<file path="config.mk">
export PLATFORM = sky130hd
export DESIGN_NAME = axi3_slave_lbus_bridge
export DESIGN_NICKNAME = d
export VERILOG_FILES = /design/src/rtl/axi3_slave_lbus_bridge.sv
export SDC_FILE = /design/constraint.sdc
export NUM_CORES = 1
export LEC_CHECK = 0
export CAP_MARGIN = 20
export CORE_MARGIN = 5
export CORE_UTILIZATION = 40
export CTS_CLUSTER_DIAMETER = 80
export DETAILED_ROUTE_END_ITERATION = 6
export HOLD_SLACK_MARGIN = 0.02
export PLACE_DENSITY = 0.76
export RECOVER_POWER = 50
export SYNTH_ARGS = -nofsm -noshare
export SYNTH_HDL_FRONTEND = slang
export SYNTH_SLANG_ARGS = --single-unit
</file>
<file path="constraint.sdc">
create_clock -name clk -period 3.1 [get_ports clk]
set_input_delay 0.62 -clock clk [delete_from_list [all_inputs] [get_ports clk]]
set_output_delay 0.62 -clock clk [all_outputs]
set_load 0.05 [all_outputs]
</file>
<file path="src/rtl/axi3_slave_lbus_bridge.sv">
// AXI3 slave that replays each burst beat as a single lbus request, one transaction at a time.
// Define AXI_SLV_WRAP_EN to honour WRAP bursts; otherwise WRAP advances like INCR.
module axi3_slave_lbus_bridge #(
  parameter int AddrW    = 8,
  parameter int DataW    = 32,
  parameter int IdW      = 2,
  parameter int AxiIdW   = 4,
  parameter int StrbW    = DataW / 8,
  parameter int AxiBlenW = 4
) (
  input  logic                clk,
  input  logic                reset_n,
  input  logic [AxiIdW-1:0]   axi_awid,
  input  logic [AddrW-1:0]    axi_awaddr,
  input  logic [AxiBlenW-1:0] axi_awlen,
  input  logic [2:0]          axi_awsize,
  input  logic [1:0]          axi_awburst,
  input  logic                axi_awvalid,
  output logic                axi_awreadyo,
  input  logic [DataW-1:0]    axi_wdata,
  input  logic [StrbW-1:0]    axi_wstrb,
  input  logic                axi_wlast,
  input  logic                axi_wvalid,
  output logic                axi_wreadyo,
  output logic [AxiIdW-1:0]   axi_bido,
  output logic [1:0]          axi_brespo,
  output logic                axi_bvalido,
  input  logic                axi_bready,
  input  logic [AxiIdW-1:0]   axi_arid,
  input  logic [AddrW-1:0]    axi_araddr,
  input  logic [AxiBlenW-1:0] axi_arlen,
  input  logic [2:0]          axi_arsize,
  input  logic [1:0]          axi_arburst,
  input  logic                axi_arvalid,
  output logic                axi_arreadyo,
  output logic [AxiIdW-1:0]   axi_rido,
  output logic [DataW-1:0]    axi_rdatao,
  output logic [1:0]          axi_rrespo,
  output logic                axi_rlasto,
  output logic                axi_rvalido,
  input  logic                axi_rready,
  output logic                lbus_reqo,
  output logic [IdW-1:0]      lbus_ido,
  output logic [StrbW-1:0]    lbus_strbo,
  output logic [AddrW-1:0]    lbus_addro,
  output logic [DataW-1:0]    lbus_wdatao,
  input  logic                lbus_ready,
  input  logic [DataW-1:0]    lbus_rdata,
  input  logic                lbus_busy,
  output logic [2:0]          dbg_state
);

  typedef enum logic [2:0] {
    IDLE, RD_REQ, RD_WAIT, RD_DATA, WR_DATA, WR_REQ, WR_WAIT, WR_RESP
  } state_t;

  localparam logic [AddrW-1:0] One = AddrW'(1);

  state_t               state;
  logic                 rr;
  logic [AxiIdW-1:0]    id_q;
  logic [AddrW-1:0]     addr_q;
  logic [AxiBlenW-1:0]  len_q;
  logic [AxiBlenW-1:0]  beat_q;
  logic [2:0]           size_q;
  logic [1:0]           burst_q;
  logic [DataW-1:0]     rdata_q;
  logic [DataW-1:0]     wdata_q;
  logic [StrbW-1:0]     strb_q;

  logic                 grant_rd;
  logic                 grant_wr;
  logic                 last_beat;
  logic                 wr_beat_done;
  logic [AddrW-1:0]     size_bytes;
  logic [AddrW-1:0]     incr_addr;
  logic [AddrW-1:0]     next_addr;
  logic                 unused_inputs;

  assign unused_inputs = axi_wlast;

  // rr set means the write channel wins the next simultaneous request.
  always_comb begin
    grant_rd = 1'b0;
    grant_wr = 1'b0;
    if (state == IDLE) begin
      if (axi_arvalid && axi_awvalid) begin
        grant_rd = !rr;
        grant_wr = rr;
      end else begin
        grant_rd = axi_arvalid;
        grant_wr = axi_awvalid;
      end
    end
  end

  assign last_beat = (beat_q == len_q);

  // A zero-strobe beat completes without touching the lbus.
  assign wr_beat_done = ((state == WR_DATA) && axi_wvalid && (axi_wstrb == '0)) ||
                        ((state == WR_REQ) && !lbus_busy && lbus_ready) ||
                        ((state == WR_WAIT) && lbus_ready);

`ifdef AXI_SLV_WRAP_EN
  logic [AddrW-1:0] wrap_mask;
  assign wrap_mask = ((AddrW'(len_q) + One) << size_q) - One;
`endif

  always_comb begin
    size_bytes = One << size_q;
    incr_addr  = (addr_q & ~(size_bytes - One)) + size_bytes;
    next_addr  = incr_addr;
    case (burst_q)
      2'b00: next_addr = addr_q;
`ifdef AXI_SLV_WRAP_EN
      2'b10: next_addr = (addr_q & ~wrap_mask) | (incr_addr & wrap_mask);
`endif
      default: next_addr = incr_addr;
    endcase
  end

  always_ff @(posedge clk or negedge reset_n) begin
    if (!reset_n) begin
      state   <= IDLE;
      rr      <= 1'b0;
      id_q    <= '0;
      addr_q  <= '0;
      len_q   <= '0;
      beat_q  <= '0;
      size_q  <= '0;
      burst_q <= '0;
      rdata_q <= '0;
      wdata_q <= '0;
      strb_q  <= '0;
    end else begin
      case (state)
        IDLE: begin
          if (grant_rd || grant_wr) begin
            rr     <= !rr;
            beat_q <= '0;
          end
          if (grant_rd) begin
            id_q    <= axi_arid;
            addr_q  <= axi_araddr;
            len_q   <= axi_arlen;
            size_q  <= axi_arsize;
            burst_q <= axi_arburst;
            strb_q  <= '0;
            state   <= RD_REQ;
          end else if (grant_wr) begin
            id_q    <= axi_awid;
            addr_q  <= axi_awaddr;
            len_q   <= axi_awlen;
            size_q  <= axi_awsize;
            burst_q <= axi_awburst;
            state   <= WR_DATA;
          end
        end
        RD_REQ: begin
          if (!lbus_busy) begin
            if (lbus_ready) begin
              rdata_q <= lbus_rdata;
              state   <= RD_DATA;
            end else begin
              state <= RD_WAIT;
            end
          end
        end
        RD_WAIT: begin
          if (lbus_ready) begin
            rdata_q <= lbus_rdata;
            state   <= RD_DATA;
          end
        end
        RD_DATA: begin
          if (axi_rready) begin
            if (last_beat) begin
              state <= IDLE;
            end else begin
              beat_q <= beat_q + 1'b1;
              addr_q <= next_addr;
              state  <= RD_REQ;
            end
          end
        end
        WR_DATA, WR_REQ, WR_WAIT: begin
          if (state == WR_DATA && axi_wvalid) begin
            wdata_q <= axi_wdata;
            strb_q  <= axi_wstrb;
          end
          if (wr_beat_done) begin
            if (last_beat) begin
              state <= WR_RESP;
            end else begin
              beat_q <= beat_q + 1'b1;
              addr_q <= next_addr;
              state  <= WR_DATA;
            end
          end else if (state == WR_DATA && axi_wvalid) begin
            state <= WR_REQ;
          end else if (state == WR_REQ && !lbus_busy) begin
            state <= WR_WAIT;
          end
        end
        WR_RESP: begin
          if (axi_bready) state <= IDLE;
        end
        default: state <= IDLE;
      endcase
    end
  end

  // Handshake rule: a transfer happens on any clock edge where valid and ready are both high.
  assign axi_arreadyo = grant_rd;
  assign axi_awreadyo = grant_wr;
  assign axi_wreadyo  = (state == WR_DATA);
  assign axi_bvalido  = (state == WR_RESP);
  assign axi_bido     = id_q;
  assign axi_brespo   = 2'b00;
  assign axi_rvalido  = (state == RD_DATA);
  assign axi_rlasto   = (state == RD_DATA) && last_beat;
  assign axi_rdatao   = rdata_q;
  assign axi_rido     = id_q;
  assign axi_rrespo   = 2'b00;
  assign lbus_reqo    = ((state == RD_REQ) || (state == WR_REQ)) && !lbus_busy;
  assign lbus_ido     = '0;
  assign lbus_strbo   = strb_q;
  assign lbus_addro   = addr_q;
  assign lbus_wdatao  = wdata_q;
  assign dbg_state    = state;

endmodule
</file>
# After elaboration in Yosys (flattened, before gate mapping)
# Cells that the tools add are included.
totals:
  ff_bits: 97
  input_bits: 120
  out_inout_bits: 100
op_classes:
  add_sub_neg: 3
  eq_ne: 18
  shift: 1
  n_mux: 43
  bitwise_logic: 2
  reduce_logical: 30
op_table:
  columns: ["op", "count"]
  rows:
  - ["$mux W32", 2]
  - ["$pmux W32 S2", 1]
  - ["$mux W8", 6]
  - ["$mux W4", 10]
  - ["$mux W3", 11]
  - ["$pmux W8 S3", 1]
  - ["$pmux W3 S6", 1]
  - ["$eq A3 B3 Y1 const B", 4]
  - ["$pmux W4 S3", 1]
  - ["$ne A2 B2 Y1 const B", 5]
  - ["$add A8 B8 Y8", 1]
  - ["$and A8 B8 Y8", 1]
  - ["$logic_and A1 B1 Y1", 8]
  - ["$not A8 Y8", 1]
  - ["$pmux W4 S2", 1]
  - ["$reduce_and A2 Y1", 4]
  - ["$reduce_and A4 Y1", 2]
  - ["$shl A1 B3 Y8 const A", 1]
  - ["$sub A8 B1 Y8 const B", 1]
  - ["$eq A3 B2 Y1 const B", 2]
  - ["$mux W1", 6]
  - ["$mux W2", 3]
  - ["$ne A2 B1 Y1 const B", 3]
  - ["$reduce_and A6 Y1", 1]
  - ["other kinds (14)", 20]

# Depth between registers and ports, before layout
# Gate-level depths: netlist of run 1.
depth:
  word_depth: 9
  ltp_mapped: 11
  depth_no_buf: 9

# Least setup slack after synthesis of run 1
# OpenSTA, ideal clock, no wires.
synth_path:
  kind: "register -> register"
  startpoint: "register state[2] (netlist: dbg_state[2])"
  endpoint: "register wdata_q[0] (netlist: lbus_wdatao[0])"
  arrival_time_ns: 3.104
  slack_ns: -0.121
  path_stages_with_launch: 8
  n_path_buf: 3
  cell_sequence: "dfrtp_1 -> buf_4 -> buf_2 -> nor3b_1 -> nand2_1 -> clkbuf_1 -> nand2_1 -> nand2_1"
synth_via:
  elab_chain_cells: 3
synth_lines:
  columns: ["item", "line_no", "rtl"]
  rows:
  - ["start: declaration", "59", "state_t state;"]
  - ["start signal: assignment", "124", "state <= IDLE;"]
  - ["start signal: assignment", "149", "state <= RD_REQ;"]
  - ["start signal: assignment", "156", "state <= WR_DATA;"]
  - ["$eq A3 B3 Y1 (*)", null, null]
  - ["net axi_wreadyo", "24", "output logic axi_wreadyo,"]
  - ["$reduce_or A3 Y1 or $logic_and A1 B1 Y1 (tied branches)", "136, 187", null]
  - ["$reduce_and A2 Y1 (no line) (*)", null, null]
  - ["end signal: assignment", "188", "wdata_q <= axi_wdata;"]
  - ["end: declaration", "68", "logic [DataW-1:0] wdata_q;"]
# Mark *: on every way through the listed nets, which the timed path passes. The rest lies on a longest branch.
# A chain may end at the register's enable or synchronous reset.

# Worst setup path in the final report of run 1
layout_path:
  startpoint: "register size_q[0]"
  endpoint: "register addr_q[7] (netlist: lbus_addro[7])"
layout_via:
  elab_chain_cells: 9
layout_lines:
  columns: ["item", "line_no", "rtl"]
  rows:
  - ["start: declaration", "65", "logic [2:0] size_q;"]
  - ["start signal: assignment", "146", "size_q <= axi_arsize;"]
  - ["start signal: assignment", "154", "size_q <= axi_awsize;"]
  - ["$shl A1 B3 Y8 (*)", "110", "size_bytes = One << size_q;"]
  - ["$sub A8 B1 Y8", "111", "incr_addr = (addr_q & ~(size_bytes - One)) + size_bytes;"]
  - ["$not A8 Y8", "111", null]
  - ["$and A8 B8 Y8", "111", null]
  - ["$add A8 B8 Y8 (*)", "111", null]
  - ["$mux W8 (*)", "113", "case (burst_q)"]
  - ["$mux W8 (*)", "177, 192", null]
  - ["$mux W8 (on tied branches)", "191, 176", null]
  - ["$pmux W8 S3 (*)", "136", "case (state)"]
  - ["end signal: assignment", "144", "addr_q <= axi_araddr;"]
  - ["end signal: assignment", "181", "addr_q <= next_addr;"]
  - ["end signal: assignment", "196", "addr_q <= next_addr;"]
  - ["end: declaration", "62", "logic [AddrW-1:0] addr_q;"]
# Mark *: on every way between the ends. The rest lies on a longest branch, timed or not. The select of a mux whose other input is x is not followed.

==> impl_metrics.json, run 1 <==
{
  "ys_ff_latch": 97,
  "die_y_um": 120,
  "postCtsSetupRepairBufs": 0,
  "io-pin-count": 220,
  "violations": "capacitance limit, slew limit",
  "crit_path_start": "size_q[0]",
  "overflow": 0,
  "critPathSlowestCell": "dfrtp_1",
  "cellPowerDensity_nw_per_um2": 1250,
  "nFillCells": 994,
  "slew_violations": 79,
  "drt_first_pass_iters": 4,
  "place_ws_ns": 0.237,
  "tightest_slew_ns": 2.38,
  "cts.clk_slew.worst_paths_ns": 0.07,
  "whs_ns": 0.474,
  "grt_pass1_wl_mm": 23.4,
  "timing.final.ws_setup_ns": 0.428,
  "htree_num_levels": 3,
  "routed_wl_mm": 14.3,
  "start_util": 0.406,
  "syn_inst": 509,
  "grt_pass1_vias": 4723,
  "rows": 40,
  "syn_avg_cell_area_um2": 9.50,
  "yosysUniqueCellTypes": 61,
  "grt_max_degree": 57,
  "cts.sinks": 97,
  "status": "finished, violations left",
  "final.setup_skew_ns": 0.00911,
  "portBuffers": 212,
  "hold_path_class": "flop to flop",
  "nets": 831,
  "cts_tree": "done",
  "path_cells": "or3_1, ha_1, mux2_2, a32oi_1, o32ai_2, a32oi_1, xnor2_1, a21oi_1",
  "ys_seq_area_frac": 0.502,
  "crit_type": "flop to flop",
  "cp_max_fo": 16,
  "cp_slowest_stage_delay_ns": 0.57,
  "final_layout_size_suffix_gt1_frac": 0.107,
  "ys_async_sr_fraction": 1.00,
  "post-dp-hpwl_mm": 10.9,
  "drv_cap": 2,
  "hold_buffers": 0,
  "drc": 0,
  "fin_crit_ns": 2.67,
  "fin_cells": 860,
  "rsz0062_at_grt": "no",
  "antenna_found_initial": 1,
  "crit_top_cell": "a32oi_1",
  "final_cell_mix": "clkdlybuf4s50_1, nand2_1, dfrtp_1",
  "cts_root_buf": "clkbuf_16",
  "tns_ns": 0,
  "synth_edf_count": 0,
  "syn_area_um2": 4830,
  "dp.cells": 844,
  "ir_worst_vdd_v": 0.000590,
  "area_growth_pct": 52.2,
  "start_kind": "flop",
  "fmax_mhz": 374,
  "viasPerCell": 5.12,
  "critPathArrivalTime_ns": 2.88,
  "yosys_warnings": 0,
  "clock_tree.buffer_depth": 2,
  "rr_startpoint": "size_q[0]",
  "cts_resized": 0,
  "die-area_um2": 14400,
  "final.period_utilization": 0.862,
  "track_usage": 0.200,
  "dr_total_vias": 4399,
  "min_from": "lbus_wdatao[6]",
  "fin_util": 0.618,
  "cts_buffers": 9,
  "first_iter_violations": 165,
  "worstPathRequired_ns": 3.31,
  "p_leak_nw": 3.24,
  "synth_ff_type": "dfrtp_1",
  "ant_nets": 0,
  "clk-insertion-delay-late_ns": 0.33,
  "gp_congestion": 0.911,
  "core_area_um2": 11900,
  "maxSlewHeadroom": -0.584,
  "cp-end-kind": "flop",
  "setup_viol": 0,
  "timing_hold_violations_final": 0,
  "wl_per_cell_um": 16.6,
  "die_w_um": 120,
  "final_common_cell": "clkdlybuf4s50_1"
}
area by class of cell:
type / count / area (µm²) / share of cell area
Antenna cell: 1 / 2.50 / 0.000340
Sequential cell: 97 / 2430 / 0.330
Clock buffer: 11 / 253 / 0.0344
Timing Repair Buffer: 222 / 2210 / 0.300
Clock inverter: 4 / 76.3 / 0.0104
Inverter: 10 / 37.5 / 0.00510
Multi-Input combinational cell: 368 / 2170 / 0.295
Tap cell: 147 / 184 / 0.0250
worst max-delay path, delay by kind of cell (launching register included):
| kind | cells | cell delay, ns |
|---|---|---|
| DFF | 1 | 0.57 |
| muxes | 1 | 0.27 |
| AOI/OAI and AO/OA | 4 | 0.73 |
| adders and majority gates | 1 | 0.33 |
| and+or+nand+nor | 1 | 0.49 |
| xor gates and xnor gates | 1 | 0.15 |
path summary, 6_finish.rpt:
check,to,slack [ns],cells after the start
worst max-delay path,lbus_addro[7],0.43,8
worst min-delay path,lbus_wdatao[6],0.47,2
worst max register to register,lbus_addro[7],0.43,8
worst min register to register,lbus_wdatao[6],0.47,2
max in group asynchronous,lbus_addro[3],0.73,1
min in group asynchronous,lbus_wdatao[30],1.00,1
report_power, final:
group	switching (mW)	internal, mW	total [mW]
combinational	3.57	2.02	5.59
sequential	0.503	1.89	2.39
clock	0.466	0.748	1.21
total	4.54	4.65	9.19
metrics by stage:
stage	area (µm²)	power (mW)
2_1_floorplan	4860	6.23
3_3_place_gp	7040	7.87
3_5_place_dp	7040	8.02
4_1_cts	7370	9.28
5_1_grt	7360	9.73
6_report	7360	9.19
registers in the layout, indices dropped and copies added (netlist names):
| register | cells |
|---|---|
| beat_q | 4 |
| axi_bido | 4 |
| lbus_addro | 8 |
| lbus_wdatao | 32 |
| burst_q | 2 |
| len_q | 4 |
| dbg_state | 3 |
| rr | 1 |
| lbus_strbo | 4 |
| size_q | 3 |
| axi_rdatao | 32 |
cells in the mapped netlist (2+ instances only):
cell type / instances / area share
ha_1: 3 / 0.0078
buf_4: 14 / 0.022
nand2b_1: 3 / 0.0039
nor2b_1: 10 / 0.013
or3_1: 2 / 0.0026
o221ai_1: 2 / 0.0036
mux2i_1: 4 / 0.0083
nand2_1: 141 / 0.11
mux2_2: 34 / 0.079
nor3b_1: 2 / 0.0031
a211oi_1: 2 / 0.0031
and3_1: 2 / 0.0026
nor3_1: 6 / 0.0062
a21oi_1: 13 / 0.013
clkbuf_1: 14 / 0.011
dfrtp_1: 97 / 0.50
nand3_1: 15 / 0.016
or4_1: 2 / 0.0031
inv_1: 9 / 0.0070
o22ai_1: 10 / 0.013
o21ai_0: 12 / 0.012
nand4_1: 4 / 0.0052
xnor2_1: 5 / 0.0091
nor2_1: 37 / 0.029
o2bb2ai_1: 2 / 0.0036
buf_2: 9 / 0.0093
nand3b_1: 2 / 0.0031
a32oi_1: 2 / 0.0036
xor2_1: 12 / 0.022
a31oi_1: 7 / 0.0091
a22oi_1: 2 / 0.0031
routing by layer:
metal	GRT usage	wire length [µm]	up-vias	part of all wire
met2	0.342	7200	171	0.50
met1	0.227	5440	2112	0.38
met4	0.0587	194	0	0.014
met3	0.0834	1440	16	0.10
met5	0	0	-	0
li1	-	-	2100	-
cell families after synthesis:
kind of cell | count (synthesis) | synth area share
compound gates | 68 | 0.0991
xor+xnor | 18 | 0.0342
buf+inv | 49 | 0.0528
flops | 97 | 0.502
fa+ha+maj | 3 | 0.00777
mux | 38 | 0.0875
simple gates | 235 | 0.216
other cells | 1 | 0.000776
(Power assumes the default switching activity.)
==> run 2: changes to the inputs <==
--- a/config.mk
+++ b/config.mk
@@ -10,8 +10,10 @@
 export CORE_UTILIZATION = 40
 export CTS_CLUSTER_DIAMETER = 80
 export DETAILED_ROUTE_END_ITERATION = 6
+export DONT_BUFFER_PORTS = 1
+export GPL_TIMING_DRIVEN = 0
 export HOLD_SLACK_MARGIN = 0.02
-export PLACE_DENSITY = 0.76
+export PLACE_DENSITY = 0.52
 export RECOVER_POWER = 50
 export SYNTH_ARGS = -nofsm -noshare
 export SYNTH_HDL_FRONTEND = slang
==> constraint.sdc (replaced) <==
create_clock -name clk -period 3.1 [get_ports clk]
set_input_delay 0.62 -clock clk [delete_from_list [all_inputs] [get_ports clk]]
set_output_delay 0.62 -clock clk [all_outputs]
set_load 0.1 [all_outputs]
==> impl_metrics.json, run 2 (same netlist as run 1, synthesis figures left out) <==
{
  "rsz0062_at_grt": "yes",
  "cts_tree": "done",
  "clock_tree.buffer_depth": 2,
  "antennaDiodeCount": 0,
  "fin_util": 0.457,
  "path_cells": "nand2_1, clkbuf_1, nor2_2",
  "core_area_um2": 11900,
  "critPathSlowestCell": "nor2_2",
  "drv_cap": 1,
  "cp_max_fo": 10,
  "path_buf_inv": 1,
  "final.setup_skew_ns": 0.00790,
  "worstPathRequired_ns": 2.48,
  "cts.sinks": 97,
  "cts.clk_slew.worst_paths_ns": 0.07,
  "rows": 40,
  "wl_per_cell_um": 18.5,
  "start_util": 0.406,
  "track_usage": 0.174,
  "crit_path_start": "dbg_state[1]",
  "grt_pass1_vias": 3759,
  "die_y_um": 120,
  "final_common_cell": "nand2_1",
  "dr_total_vias": 3660,
  "maxSlewHeadroom": -0.421,
  "drt_first_pass_iters": 4,
  "hold_path_class": "input pin to flop",
  "portBuffers": 0,
  "gp_congestion": 0.837,
  "post-dp-hpwl_mm": 9.45,
  "violations": "capacitance limit, slew limit",
  "r2r-end": "lbus_addro[4]",
  "die-area_um2": 14400,
  "cts_buffers": 9,
  "final.period_utilization": 0.976,
  "area_growth_pct": 12.7,
  "cp-end-kind": "output pin",
  "final_cell_mix": "nand2_1, dfrtp_1, nor2_1",
  "crit_type": "flop to output pin",
  "ant_nets": 0,
  "cp_slowest_stage_delay_ns": 0.91,
  "setup_viol": 0,
  "rrSetupSlack_ns": 0.15,
  "final_layout_size_suffix_gt1_frac": 0.190,
  "nFillCells": 1159,
  "fmax_mhz": 330,
  "fin_cells": 678,
  "drc": 0,
  "slew_violations": 98,
  "reg2reg_depth": 6,
  "htree_num_levels": 3,
  "first_iter_violations": 136,
  "clk-insertion-delay-late_ns": 0.35,
  "cts_root_buf": "clkbuf_16",
  "min_path_cells": 2,
  "rr_startpoint": "dbg_state[0]",
  "io-pin-count": 220,
  "viasPerCell": 5.40,
  "fin_crit_ns": 3.03,
  "timing_hold_violations_final": 0,
  "tightest_slew_ns": 2.13,
  "status": "finished, violations left",
  "whs_ns": 0.373,
  "die_w_um": 120,
  "routed_wl_mm": 12.5,
  "critPathArrivalTime_ns": 2.41,
  "grt_max_degree": 98,
  "cpLargestDelayFamily": "simple AND/OR/NAND/NOR gates",
  "overflow": 0,
  "place_ws_ns": -0.194,
  "start_kind": "flop",
  "min_from": "axi_wdata[0]",
  "nets": 650,
  "antenna_found_initial": 1,
  "timing.final.ws_setup_ns": 0.0742,
  "dp.cells": 661,
  "grt_pass1_wl_mm": 19.9,
  "holdPathEnd": "lbus_wdatao[0]"
}
## run 2: cell count changes in the layout (fill, tap and decap cells not counted), moves of 3 or more
cell             before  now
dfrtp_1              97   94
dfrtp_4               0    3
buf_4                11   15
buf_2                 0    9
clkdlybuf4s50_1     203    0
clkinvlp_4            1    4
clkbuf_1              2   11
buf_12                3    0
## run 2: worst max-delay path by stage
stage | cells past startpoint | slack, ns | to
after detailed placement | 7 | -0.19 | lbus_wdatao[29]
after floorplan | 3 | 0.04 | axi_bvalido
after global placement | 3 | -0.21 | axi_bvalido
after global routing | 3 | -0.05 | axi_bvalido
final | 3 | 0.07 | axi_bvalido
after CTS | 3 | 0.03 | axi_bvalido
## run 2: layout make-up
type	instances	area, µm²	area share
plain buffers	39	224	0.0411
clock buffers	10	239	0.0439
clock inverters	5	80.1	0.0147
inverters	10	45.0	0.00827
multi-input cells	368	2220	0.408
flip-flops and latches	97	2440	0.448
well taps	147	184	0.0338
repair buffers	2	12.5	0.00230
## run 2: layer usage
layer,vias up,GRT usage,share of wire
met5,-,0,0.0010
met4,2,0.0730,0.016
met3,17,0.0693,0.10
met2,131,0.292,0.52
met1,1765,0.197,0.36
li1,1745,-,-
## run 2: what timing repair did
action,4_1_cts,5_1_grt
setup endpoints to repair,45,41
gates resized for setup,6,10
hold buffers,1,0
gates cloned,0,0
hold endpoints to repair,97,0
pin swaps,1,1
buffers inserted,0,1
## run 2: through the flow
| stage | setup TNS, ns | instance area, µm² |
|---|---|---|
| 2_1_floorplan | 0 | 4880 |
| 3_3_place_gp | -4.18 | 5060 |
| 3_5_place_dp | -5.69 | 5070 |
| 4_1_cts | 0 | 5440 |
| 5_1_grt | -0.0909 | 5450 |
| 6_report | 0 | 5450 |
Power of run 2 is not shown: default switching activity piles up to over one toggle a cycle in this logic, so the estimate is an artifact.
